===== src/rtl/dist_search_if.sv =====
// dist_search_if: candidate-store read port and distance-unit handshake between the search controller and its peers.
// Ports (master = controller side):
//   cand_rd_en / cand_addr       read strobe and index toward the candidate store
//   dist_ready                   candidate data on the store output is valid for the distance unit
//   dist_finished / dist2        distance-unit result strobe and unsigned score
interface dist_search_if #(
    parameter int IDX_W   = 10,
    parameter int SCORE_W = 39
);
    logic               cand_rd_en;
    logic [IDX_W-1:0]   cand_addr;
    logic               dist_ready;
    logic               dist_finished;
    logic [SCORE_W-1:0] dist2;
    modport master (output cand_rd_en, cand_addr, dist_ready, input dist_finished, dist2);
    modport slave  (input cand_rd_en, cand_addr, dist_ready, output dist_finished, dist2);
endinterface


===== src/rtl/dist_search_ctrl.sv =====
// dist_search_ctrl: sweeps candidate matrices through the distance unit and reports the best-scoring one.
// Ports:
//   clk, reset                 clock, synchronous active-high reset
//   start, num_cand, threshold search request; count and early-exit score sampled on start
//   bus (master)               candidate-store read and distance-unit handshake
//   busy, done                 search in progress / one-cycle end-of-search pulse
//   best_idx, best_score       winning candidate, held until next start
//   early_hit, timeout_err     search ended on threshold / aborted by watchdog
module dist_search_ctrl #(
    parameter int IDX_W   = 10,
    parameter int SCORE_W = 39,
    parameter int TIMEOUT = 64
) (
    input  logic               clk,
    input  logic               reset,
    input  logic               start,
    input  logic [IDX_W:0]     num_cand,
    input  logic [SCORE_W-1:0] threshold,
    dist_search_if.master      bus,
    output logic               busy,
    output logic               done,
    output logic [IDX_W-1:0]   best_idx,
    output logic [SCORE_W-1:0] best_score,
    output logic               early_hit,
    output logic               timeout_err
);
    localparam int WD_W = $clog2(TIMEOUT) + 1;
    localparam logic [WD_W-1:0] WD_MAX = WD_W'(TIMEOUT - 1);
    typedef enum logic [2:0] {IDLE, FETCH, LOAD, WAIT, CMP, DONE} state_t;
    state_t             state_q, state_d;
    logic [IDX_W-1:0]   idx_q, idx_d, addr_q, addr_d, best_idx_q, best_idx_d;
    logic [IDX_W:0]     num_q, num_d;
    logic [SCORE_W-1:0] thr_q, thr_d, score_q, score_d, best_score_q, best_score_d;
    logic [WD_W-1:0]    wdog_q, wdog_d;
    logic               early_q, early_d, tmo_q, tmo_d;
    logic               busy_q, busy_d, done_q, done_d, rd_q, rd_d, rdy_q, rdy_d;
    logic               last, upd, hit;
    always_comb begin
        state_d      = state_q;
        idx_d        = idx_q;
        num_d        = num_q;
        thr_d        = thr_q;
        wdog_d       = wdog_q;
        score_d      = score_q;
        best_idx_d   = best_idx_q;
        best_score_d = best_score_q;
        early_d      = early_q;
        tmo_d        = tmo_q;
        last         = {1'b0, idx_q} == num_q - 1'b1;
        // first candidate always seeds the best; ties keep the earlier index
        upd          = idx_q == '0 || score_q > best_score_q;
        hit          = thr_q != '0 && score_q >= thr_q;
        case (state_q)
            IDLE: if (start) begin
                num_d        = num_cand;
                thr_d        = threshold;
                best_idx_d   = '0;
                best_score_d = '0;
                early_d      = 1'b0;
                tmo_d        = 1'b0;
                idx_d        = '0;
                state_d      = num_cand == '0 ? DONE : FETCH;
            end
            FETCH: state_d = LOAD;
            LOAD: begin
                wdog_d  = '0;
                state_d = WAIT;
            end
            WAIT: if (bus.dist_finished) begin
                score_d = bus.dist2;
                state_d = CMP;
            end else begin
                wdog_d = wdog_q + 1'b1;
                if (wdog_d == WD_MAX) begin
                    tmo_d   = 1'b1;
                    state_d = DONE;
                end
            end
            CMP: begin
                if (upd) begin
                    best_idx_d   = idx_q;
                    best_score_d = score_q;
                end
                if (hit) begin
                    early_d = 1'b1;
                    state_d = DONE;
                end else if (last) begin
                    state_d = DONE;
                end else begin
                    idx_d   = idx_q + 1'b1;
                    state_d = FETCH;
                end
            end
            DONE:    state_d = IDLE;
            default: state_d = IDLE;
        endcase
        // handshake outputs are registered off the next state so they line up with FETCH/LOAD
        rd_d   = state_d == FETCH;
        addr_d = state_d == FETCH ? idx_d : addr_q;
        rdy_d  = state_d == LOAD;
        busy_d = state_d != IDLE;
        done_d = state_q == DONE;
    end
    always_ff @(posedge clk) begin
        if (reset) begin
            state_q      <= IDLE;
            idx_q        <= '0;
            num_q        <= '0;
            thr_q        <= '0;
            wdog_q       <= '0;
            score_q      <= '0;
            best_idx_q   <= '0;
            best_score_q <= '0;
            early_q      <= 1'b0;
            tmo_q        <= 1'b0;
            busy_q       <= 1'b0;
            done_q       <= 1'b0;
            rd_q         <= 1'b0;
            addr_q       <= '0;
            rdy_q        <= 1'b0;
        end else begin
            state_q      <= state_d;
            idx_q        <= idx_d;
            num_q        <= num_d;
            thr_q        <= thr_d;
            wdog_q       <= wdog_d;
            score_q      <= score_d;
            best_idx_q   <= best_idx_d;
            best_score_q <= best_score_d;
            early_q      <= early_d;
            tmo_q        <= tmo_d;
            busy_q       <= busy_d;
            done_q       <= done_d;
            rd_q         <= rd_d;
            addr_q       <= addr_d;
            rdy_q        <= rdy_d;
        end
    end
    assign bus.cand_rd_en = rd_q;
    assign bus.cand_addr  = addr_q;
    assign bus.dist_ready = rdy_q;
    assign busy           = busy_q;
    assign done           = done_q;
    assign best_idx       = best_idx_q;
    assign best_score     = best_score_q;
    assign early_hit      = early_q;
    assign timeout_err    = tmo_q;
endmodule


===== src/flat_wrapper.sv =====
// flat-port wrapper written by rule: the top's interface ports become plain ports
module dist_search_ctrl_flat 
#(
    parameter int IDX_W   = 10,
    parameter int SCORE_W = 39,
    parameter int TIMEOUT = 64
)
  (clk, reset, start, num_cand, threshold, busy, done, best_idx, best_score, early_hit, timeout_err, bus_cand_rd_en, bus_cand_addr, bus_dist_ready, bus_dist_finished, bus_dist2);
  dist_search_if #(.IDX_W(IDX_W), .SCORE_W(SCORE_W)) bus_i ();
  input  logic clk;
  input  logic reset;
  input  logic start;
  input  logic [IDX_W:0] num_cand;
  input  logic [SCORE_W-1:0] threshold;
  output logic busy;
  output logic done;
  output logic [IDX_W-1:0] best_idx;
  output logic [SCORE_W-1:0] best_score;
  output logic early_hit;
  output logic timeout_err;
  output wire logic [$bits(bus_i.cand_rd_en)-1:0] bus_cand_rd_en;
  output wire logic [$bits(bus_i.cand_addr)-1:0] bus_cand_addr;
  output wire logic [$bits(bus_i.dist_ready)-1:0] bus_dist_ready;
  input wire logic [$bits(bus_i.dist_finished)-1:0] bus_dist_finished;
  input wire logic [$bits(bus_i.dist2)-1:0] bus_dist2;
  assign bus_cand_rd_en = bus_i.cand_rd_en;
  assign bus_cand_addr = bus_i.cand_addr;
  assign bus_dist_ready = bus_i.dist_ready;
  assign bus_i.dist_finished = bus_dist_finished;
  assign bus_i.dist2 = bus_dist2;
  dist_search_ctrl #(.IDX_W(IDX_W), .SCORE_W(SCORE_W), .TIMEOUT(TIMEOUT)) u_core (.clk(clk), .reset(reset), .start(start), .num_cand(num_cand), .threshold(threshold), .bus(bus_i), .busy(busy), .done(done), .best_idx(best_idx), .best_score(best_score), .early_hit(early_hit), .timeout_err(timeout_err));
endmodule

===== config.mk =====
export PLATFORM = sky130hd
export DESIGN_NAME = dist_search_ctrl_flat
export DESIGN_NICKNAME = d
export VERILOG_FILES = /design/src/rtl/dist_search_if.sv /design/src/rtl/dist_search_ctrl.sv /design/src/flat_wrapper.sv
export SDC_FILE = /design/constraint.sdc
export NUM_CORES = 1
export LEC_CHECK = 0
export CORE_MARGIN = 4
export CORE_UTILIZATION = 53
export CTS_CLUSTER_DIAMETER = 120
export DETAILED_ROUTE_END_ITERATION = 7
export PLACE_DENSITY = 0.8
export SYNTH_ARGS = -nofsm -noshare
export SYNTH_HDL_FRONTEND = slang
export SYNTH_SLANG_ARGS = --single-unit

===== constraint.sdc =====
create_clock -name clk -period 3.18 [get_ports clk]
set_clock_uncertainty 0.1 [all_clocks]
set_input_delay 0.954 -clock clk [delete_from_list [all_inputs] [get_ports clk]]
set_output_delay 0.954 -clock clk [all_outputs]
set_load 0.1 [all_outputs]

==> results.cfg, run 1 <==
[placed_design]
gp_congestion = 0.8809
hpwlAfterDp_mm = 18.43
postPlaceCellArea_sq_um = 10860
port_buffers = 157
dpl.cell_count = 1523

[routing]
drcViolationCount = 0
first_pass_iters = 5
ant_nets = 0
drt-initial-drc-count = 573
wl_mm = 25.30
routed_via_density = 5.644
dr_total_vias = 8776
detail_route.wl_per_cell_um = 16.27

[synthesis]
synth_nets = 1352
synth_seq_cells = 174
async_flop_share = 0
yosysWarnings = 0
synth_cells = 1176
synthDistinctLibCells = 59
synth-edff-count = 0
seq_area_frac_synth = 0.3867
netlist_area_sq_um = 9009
dominantRegCellSynth = dfxtp_1
avgSynthCellArea_sq_um = 7.660

[power]
swShare = 0.2947
power_frac_comb = 0.190
p_per_area_nw_per_um2 = 461.1
p_int_w = 0.003724
p_leak_nw = 4.536
power_frac_clock = 0.369
p_switching_w = 0.001556
p_seq_frac = 0.441
peakVddDrop_uv = 396.5

[min_path]
hold_class = flip-flop to flip-flop
min_path_cells = 2

[sta]
max_freq_ghz = 0.3348
layout_min_cycle_time_ns = 2.987
setup_viol = 0
finalCritPeriodShare = 0.9394
slew_headroom = 0.5833
drv_slew = 0
grt_setup_unrepaired = false
fin_setup_tns_ns = 0
tightest_slew_ns = 0.6251
hold_viol_final = 0

[worst_setup_path]
cp_data_arrival_time_ns = 3.27
cp_max_fo = 17
worstSetupPathType = flip-flop to flip-flop
cp_slowest_cell = or4_1
cp-end-kind = flip-flop
rr_worst_depth = 13
cp.required_ns = 3.46
cp_cell_sequence = inv_1 -> ha_1 -> a21oi_2 -> nand2_1 -> a221o_1 -> a21o_1 -> o31ai_1 -> buf_4 -> nand2_1 -> buf_4 -> or4_1 -> o21ai_0 -> o21ba_2
worst_setup_path_start_kind = flip-flop
cp_slowest_stage_delay_ns = 0.50

[clocking]
clockBufferDepth = 2
cts_tree = done
clkTransAtPathRegs_ns = 0.07
cts_buffers = 17
root_buffer = clkbuf_16
post-cts-setup-buffers = 0
insertion_delay_ns = 0.43
cts_sinks = 174
htreeDepth = 4

[global_routing]
grt_util_all_layers = 0.2588
grt_max_degree = 78
grt_pass1_wl_mm = 41.55
gr-total-overflow = 0
grt_pass1_vias = 8358
antenna_found_initial = 0

[finish]
final_area_sq_um = 11450
final_util = 0.6880
insertedDiodeCount = 0
layout_commonest_cell = nand2_1
layout.nets = 1498
nFillCells = 1388
syn2layout_area_growth_pct = 27.10
final_layout_size_suffix_gt1_frac = 0.1318
fin_cells = 1555
mostFrequentLayoutCells = 266 x nand2_1, 180 x a21oi_1, 160 x dfxtp_1, 98 x buf_4, 91 x clkdlybuf4s50_1

[floorplanning]
row_count = 47
dieArea_sq_um = 19150
start_util = 0.5413
core_area_sq_um = 16640
io_pins = 158
die-width_um = 138.4
die_h_um = 138.4

[run_status]
status = complete, no violations

[run]
drv_cap = 0
-- power groups by stage --
stage               clock (W)  sequential (W)  combinational [W]
finish                0.00195         0.00233            0.00100
global placement            0         0.00237           0.000964
global route          0.00207         0.00234            0.00109
CTS                   0.00197         0.00232           0.000988
detailed placement          0         0.00237           0.000980
floorplan                   0         0.00245           0.000509
-- cells in the mapped netlist (2+ instances only) --
cell type,number,area (sq um)
dfxtp_1,174,3483
buf_6,2,22.52
a31oi_1,4,25.02
o21a_1,6,45.04
clkbuf_1,62,232.7
a41oi_1,3,26.28
a221o_1,2,20.02
and2_1,2,12.51
nor4_1,16,100.1
a211o_1,3,26.28
o21ai_1,2,10.01
or4_1,2,15.01
and4_1,6,52.55
a221oi_1,3,26.28
nor3_2,2,20.02
a22oi_1,3,22.52
nor4b_1,5,43.79
and3_1,3,18.77
buf_2,4,20.02
ha_1,83,1039
a311oi_1,2,17.52
inv_1,86,322.8
or3_1,2,12.51
xnor2_1,9,78.83
nor2_1,45,168.9
xor2_1,9,78.83
nor2b_1,5,31.28
o21ba_2,2,20.02
a221oi_2,2,30.03
a21boi_0,2,15.01
nand3_1,76,380.4
nand2_1,266,998.5
a211oi_1,7,52.55
a21o_1,16,120.1
nor3_1,17,85.08
or2_2,2,12.51
nand4_1,13,81.33
o21ai_0,23,115.1
a21oi_1,181,905.9
o31ai_1,3,22.52
o311a_1,3,30.03
-- registers in the layout (all words and copies together), names as in the netlist, 3 cells and up --
signal                flops
u_core.num_q             11
u_core.score_q           39
u_core.best_idx          10
u_core.state_q            3
u_core.idx_q             10
u_core.bus.cand_addr     10
u_core.wdog_q             7
u_core.best_score        39
u_core.thr_q             39
-- repair_timing --
| item | 4_1_cts | 5_1_grt |
|---|---|---|
| hold buffers | 0 | 0 |
| gates resized for setup | 0 | 8 |
| endpoints found under the setup margin | 0 | 37 |
-- logic make-up (layout without fill, tap and decap cells) --
| family | after synthesis | in the layout | share of synthesized area |
|---|---|---|---|
| xor+xnor | 18 | 18 | 0.01750 |
| compound gates | 276 | 276 | 0.1803 |
| simple gates | 469 | 469 | 0.2326 |
| fa+ha+maj | 83 | 83 | 0.1153 |
| flops | 174 | 174 | 0.3867 |
| buf+inv | 156 | 315 | 0.06764 |
-- critical path, delay by kind of cell (launching register included) --
kind | cells | cell delay (ns)
buf+inv | 3 | 0.41
simple gates | 3 | 0.61
compound gates | 6 | 1.16
flops | 1 | 0.35
fa+ha+maj | 1 | 0.31
-- per-stage QoR --
step	total power (W)	setup WS, ns	hold WS, ns
2_1_floorplan	0.002954	0.01953	0.3481
3_5_place_dp	0.003352	0.08589	0.3463
3_3_place_gp	0.003334	0.1552	0.3413
6_report	0.005280	0.1929	0.3508
5_1_grt	0.005494	0.01736	0.3797
4_1_cts	0.005286	0.09809	0.3548
-- final timing paths --
kind / startpoint / slack, ns / to
worst max-delay path: u_core.thr_q[13] / 0.19 / u_core.bus.cand_addr[8]
worst min-delay path: u_core.best_idx[2] / 0.35 / u_core.best_idx[2]
worst max register to register: u_core.thr_q[13] / 0.19 / u_core.bus.cand_addr[8]
worst min register to register: u_core.best_idx[2] / 0.35 / u_core.best_idx[2]
-- routing by layer --
| layer | global-route usage | wire, um | vias to the layer above |
|---|---|---|---|
| li1 | - | - | 4327 |
| met3 | 0.05525 | 1886 | 35 |
| met1 | 0.3412 | 10920 | 4110 |
| met5 | 0 | 0 | - |
| met4 | 0.07956 | 480 | 0 |
| met2 | 0.4273 | 12020 | 304 |
-- final cells by class --
type,count,area [sq um],share of cell area
multi-input combinational,846,4992,0.4360
clock inverter,12,85.08,0.007431
timing repair buffer,197,1807,0.1578
clock buffer,20,466.7,0.04076
sequential,174,3501,0.3058
inverter,86,322.8,0.02819
tap,220,275.3,0.02404
Note: power is estimated with default switching activity, not from simulation.
==> run 2: changes to the inputs <==
- CORE_MARGIN: 4 -> 2
- CORE_UTILIZATION: 53 -> 35
- PLACE_DENSITY: 0.8 -> default
==> run 2 against run 1 <==
- final area rose by 1.4%
- sequential cell count unchanged
- wire length up 7.5%
- largest power group unchanged
- worst setup slack worse by 0.045 ns
- die area grew 41%
- first-iteration DRC count decreased by 26%
- power up 2.3%
- critical path depth shrank 1
- final cell count up 7.1%
- global-route usage is 5.7 points lower
- fmax shrank 1.5%
- sequential share of layout area shrank 0.40 points
==> results.cfg, run 2 (synthesis gave the netlist of run 1 again) <==
[sta]
hold_viol_final = 0
max_freq_ghz = 0.3298
tightest_slew_ns = 0.6113
setup_viol = 0
hold_ws_ns = 0.3577
fin_setup_tns_ns = 0
layout_min_cycle_time_ns = 3.032
finalCritPeriodShare = 0.9536
grt_setup_unrepaired = false
drv_slew = 0
slew_headroom = 0.5881

[routing]
ant_nets = 0
detail_route.wl_per_cell_um = 16.34
drt-initial-drc-count = 425
routed_via_density = 5.145
wl_mm = 27.21
drcViolationCount = 0
first_pass_iters = 6
dr_total_vias = 8567

[worst_setup_path]
cp_data_arrival_time_ns = 3.24
cp_max_fo = 17
cp_cell_sequence = inv_1 -> ha_1 -> and4_1 -> a221o_1 -> a21o_1 -> o31ai_2 -> buf_4 -> nand2_1 -> buf_4 -> o311a_1 -> a31oi_1 -> a21oi_1
crit_top_cell = buf_4
cp_slowest_cell = dfxtp_1
worst_setup_path_start_kind = flip-flop
worstSetupPathType = flip-flop to flip-flop
path_buf_inv = 3
cp.required_ns = 3.38
crit_family = compound AO/OA/AOI/OAI gates
cp_slowest_stage_delay_ns = 0.37
cp-end-kind = flip-flop

[global_routing]
gr-total-overflow = 0
antenna_found_initial = 0
grt_util_all_layers = 0.2014
grt_pass1_vias = 8040
grt_max_degree = 93
grt_pass1_wl_mm = 42.86

[finish]
layout.nets = 1498
final_area_sq_um = 11610
insertedDiodeCount = 0
mostFrequentLayoutCells = 266 x nand2_1, 181 x a21oi_1, 158 x dfxtp_1, 98 x buf_4, 91 x clkdlybuf4s50_1
multiInputGateArea_sq_um = 4996
nFillCells = 2522
layout_commonest_cell = nand2_1
final_layout_size_suffix_gt1_frac = 0.1303
seq_area_sq_um = 3503
syn2layout_area_growth_pct = 28.88

[floorplanning]
dieArea_sq_um = 27040
die-width_um = 164.4
row_count = 58
core_area_sq_um = 25250
die_h_um = 164.4
io_pins = 158
start_util = 0.3567

[clocking]
cts_tree = done
clockBufferDepth = 2
cts_hold_buf = 0
insertion_delay_ns = 0.44
root_buffer = clkbuf_16
cts_sinks = 174
clkTransAtPathRegs_ns = 0.07
cts_buffers = 17
htreeDepth = 4

[placed_design]
gp_congestion = 0.8763
port_buffers = 157
postPlaceCellArea_sq_um = 11000
hpwlAfterDp_mm = 19.63

[run]
drv_cap = 0

[run_status]
status = complete, no violations

[min_path]
hold_class = flip-flop to flip-flop

[power]
p_per_area_nw_per_um2 = 465.0
peakVddDrop_uv = 280.6
p_leak_nw = 4.532
==> run 2: cell types whose count changed in the layout (fill, tap and decap cells not counted), sizes merged <==
cell | previous run | this run
bufinv | 0 | 1
clkinvlp | 4 | 3
==> run 2: layer usage <==
metal / track usage / wire length [um]
met1: 0.2736 / 12940
met4: 0.06522 / 661
met3: 0.03566 / 1120
met2: 0.3241 / 12490
met5: 0 / 0
==> run 2: final cells by class <==
cell class | count | share of cell area
clock buffer | 20 | 0.03934
tap | 330 | 0.03556
timing repair buffer | 197 | 0.1556
clock inverter | 12 | 0.009592
multi-input combinational | 846 | 0.4303
inverter | 86 | 0.02780
sequential | 174 | 0.3018
==> run 2: through the flow <==
| stage | setup slack, ns | instances | util | power (W) |
|---|---|---|---|---|
| after floorplan | 0.01953 | 1176 | - | 0.002954 |
| after global placement | 0.05837 | 1633 | 0.4355 | 0.003364 |
| after detailed placement | 0.01350 | 1633 | 0.4355 | 0.003373 |
| after CTS | 0.002216 | 1665 | 0.4580 | 0.005431 |
| after global routing | 0.004863 | 1665 | 0.4597 | 0.005625 |
| final | 0.1476 | 1665 | 0.4597 | 0.005399 |
==> run 2: timing repair <==
item,4_1_cts,5_1_grt
gates resized for setup,0,7
setup endpoints to repair,0,36
setup buffers,0,0
==> run 2: worst paths after layout <==
| kind | start | end | slack (ns) | cells past startpoint |
|---|---|---|---|---|
| min reg2reg | u_core.best_score[32] | u_core.best_score[32] | 0.36 | 2 |
| min | u_core.best_score[32] | u_core.best_score[32] | 0.36 | 2 |
| max reg2reg | u_core.thr_q[14] | u_core.bus.cand_addr[3] | 0.15 | 12 |
| max | u_core.thr_q[14] | u_core.bus.cand_addr[3] | 0.15 | 12 |
==> run 2: worst min-delay path: cells and delay by family, from the launching register on <==
| family | cells | cell delay (ns) |
|---|---|---|
| DFF | 1 | 0.32 |
| AOI/OAI and AO/OA | 1 | 0.05 |
| and+or+nand+nor | 1 | 0.05 |
==> run 2: power breakdown <==
group	total (W)	switching [W]	internal, W	leakage [nW]
combinational	0.00100	0.000599	0.000405	2.84
clock	0.00206	0.000938	0.00113	0.273
sequential	0.00233	0.0000752	0.00226	1.42
total	0.00540	0.00161	0.00379	4.53
==> run 3: changes to the inputs <==
- clock period: 3.18 -> 2.6 ns (I/O delays scaled with it)
==> run 3 against run 2 <==
- critical path depth increased by 1
- wire length increased by 16%
- the run now ends with negative setup slack left
- first-iteration DRC count up 39%
- combinational power rose by 77%
- sequential power is 20% higher
- clock power grew 23%
- worst setup slack lost 0.36 ns
==> results.cfg, run 3 (synthesis gave the netlist of run 1 again) <==
[power]
p_leak_nw = 5.563
p_per_area_nw_per_um2 = 500.8
peakVddDrop_uv = 441.9

[run_status]
failed_checks = negative setup slack
status = finished, violations left

[sta]
setup_viol = 72
grt_setup_unrepaired = true
layout_min_cycle_time_ns = 2.807
tightest_slew_ns = 0.6899
finalCritPeriodShare = 1.080
hold_viol_final = 0
setup_slack_ns = -0.2074
drv_slew = 0
slew_headroom = 0.5401
max_freq_ghz = 0.3562

[clocking]
clkTransAtPathRegs_ns = 0.07
cts_sinks = 174
root_buffer = clkbuf_16
cts_tree = done
cts_buffers = 17
clockBufferDepth = 2
htreeDepth = 4
insertion_delay_ns = 0.43

[finish]
nFillCells = 2299
syn2layout_area_growth_pct = 57.49
final_area_sq_um = 14190
mostFrequentLayoutCells = 242 x nand2_1, 216 x buf_4, 131 x a21oi_1, 121 x dfxtp_1, 91 x clkdlybuf4s50_1
final_layout_size_suffix_gt1_frac = 0.3681
insertedDiodeCount = 0
layout.nets = 1641
fin_cells = 1808
layout_commonest_cell = nand2_1

[global_routing]
grt_pass1_vias = 9078
antenna_found_initial = 0
grt_util_all_layers = 0.2293
grt_pass1_wl_mm = 48.26
grt_max_degree = 89
gr-total-overflow = 0

[placed_design]
hpwlAfterDp_mm = 21.24
gp_congestion = 0.8361
place_ws_ns = -0.3956
postPlaceCellArea_sq_um = 12180
dpl.cell_count = 1753
port_buffers = 157

[worst_setup_path]
crit_top_cell = a21o_1
r2r_end = u_core.best_score[26]
cp_max_fo = 6
cp_data_arrival_time_ns = 3.06
rr_worst_depth = 13
rr_startpoint = u_core.best_score[32]
worstSetupPathType = flip-flop to flip-flop
cp_cell_sequence = inv_4 -> ha_4 -> a21o_1 -> a21o_1 -> a21o_1 -> a221oi_2 -> o21ai_2 -> a211oi_4 -> o21a_4 -> buf_12 -> clkbuf_16 -> nand2_1 -> a21oi_2
cp_slowest_cell = dfxtp_4
reg2reg_slack_ns = -0.21
worst_setup_path_start_kind = flip-flop
cp-end-kind = flip-flop
cp_slowest_stage_delay_ns = 0.36
cp.required_ns = 2.86

[min_path]
min_path_cells = 2
hp-start = u_core.bus.cand_addr[6]
min_to = u_core.bus.cand_addr[6]
hold_class = flip-flop to flip-flop

[floorplanning]
start_util = 0.3567
dieArea_sq_um = 27040
die-width_um = 164.4
core_area_sq_um = 25250
die_h_um = 164.4
row_count = 58
io_pins = 158

[routing]
detail_route.wl_per_cell_um = 17.45
drt-initial-drc-count = 590
wl_mm = 31.55
first_pass_iters = 4
dr_total_vias = 9355
ant_nets = 0
drcViolationCount = 0
routed_via_density = 5.174

[run]
drv_cap = 0
## run 3: area by class of cell
class / instances / area [sq um] / share of cell area
well taps: 330 / 412.9 / 0.02910
clock buffers: 20 / 456.7 / 0.03219
clock inverters: 12 / 111.4 / 0.007849
inverters: 86 / 330.3 / 0.02328
repair buffers: 339 / 3126 / 0.2203
flip-flops and latches: 174 / 3617 / 0.2550
multi-input cells: 847 / 6133 / 0.4323
## run 3: power by group
group          switching [W]  total, W  internal (W)
combinational       0.000973   0.00177      0.000801
sequential         0.0000707   0.00280       0.00273
clock                0.00115   0.00253       0.00138
total                0.00219   0.00711       0.00491
## run 3: per-layer routing
layer,vias up,track usage,share of wire
met5,-,0,0
met4,0,0.07391,0.028
met3,49,0.04093,0.052
met2,255,0.3684,0.46
met1,4443,0.3123,0.46
li1,4608,-,-
## run 3: worst max-delay path, delay by kind of cell, from the launching register on
family                   cells  cell delay [ns]
AO/OA/AOI/OAI                8             1.61
buffers and inverters        3             0.37
flip-flops                   1             0.36
adder cells (fa/ha/maj)      1             0.22
AND/OR/NAND/NOR              1             0.07
## run 3: worst max path at each step
stage	from	to	slack, ns
final	u_core.best_score[32]	u_core.best_score[26]	-0.21
after global placement	u_core.thr_q[33]	u_core.bus.cand_addr[7]	-0.44
after floorplan	u_core.best_score[33]	u_core.best_score[29]	-0.006
after detailed placement	u_core.thr_q[33]	u_core.bus.cand_addr[7]	-0.40
after CTS	u_core.thr_q[13]	u_core.idx_q[3]	-0.19
after global routing	u_core.thr_q[13]	u_core.idx_q[3]	-0.32
## run 3: metrics by stage
stage                TNS, ns  power [W]    util  hold WS, ns
finish                -9.712   0.007106  0.5618       0.3649
global route          -17.25   0.007393  0.5618       0.3814
CTS                   -3.281   0.007060  0.5382       0.3639
detailed placement    -15.12   0.004267  0.4822       0.3529
global placement      -16.38   0.004258  0.4822       0.3432
floorplan           -0.04616   0.003633       -       0.3425
## run 3: what timing repair did
action | in CTS | in global routing
buffers inserted | 13 | 5
endpoints found under the setup margin | 73 | 73
resized for setup | 122 | 135
pin swaps | 56 | 96
cloned | 9 | 3
hold buffers | 0 | 0
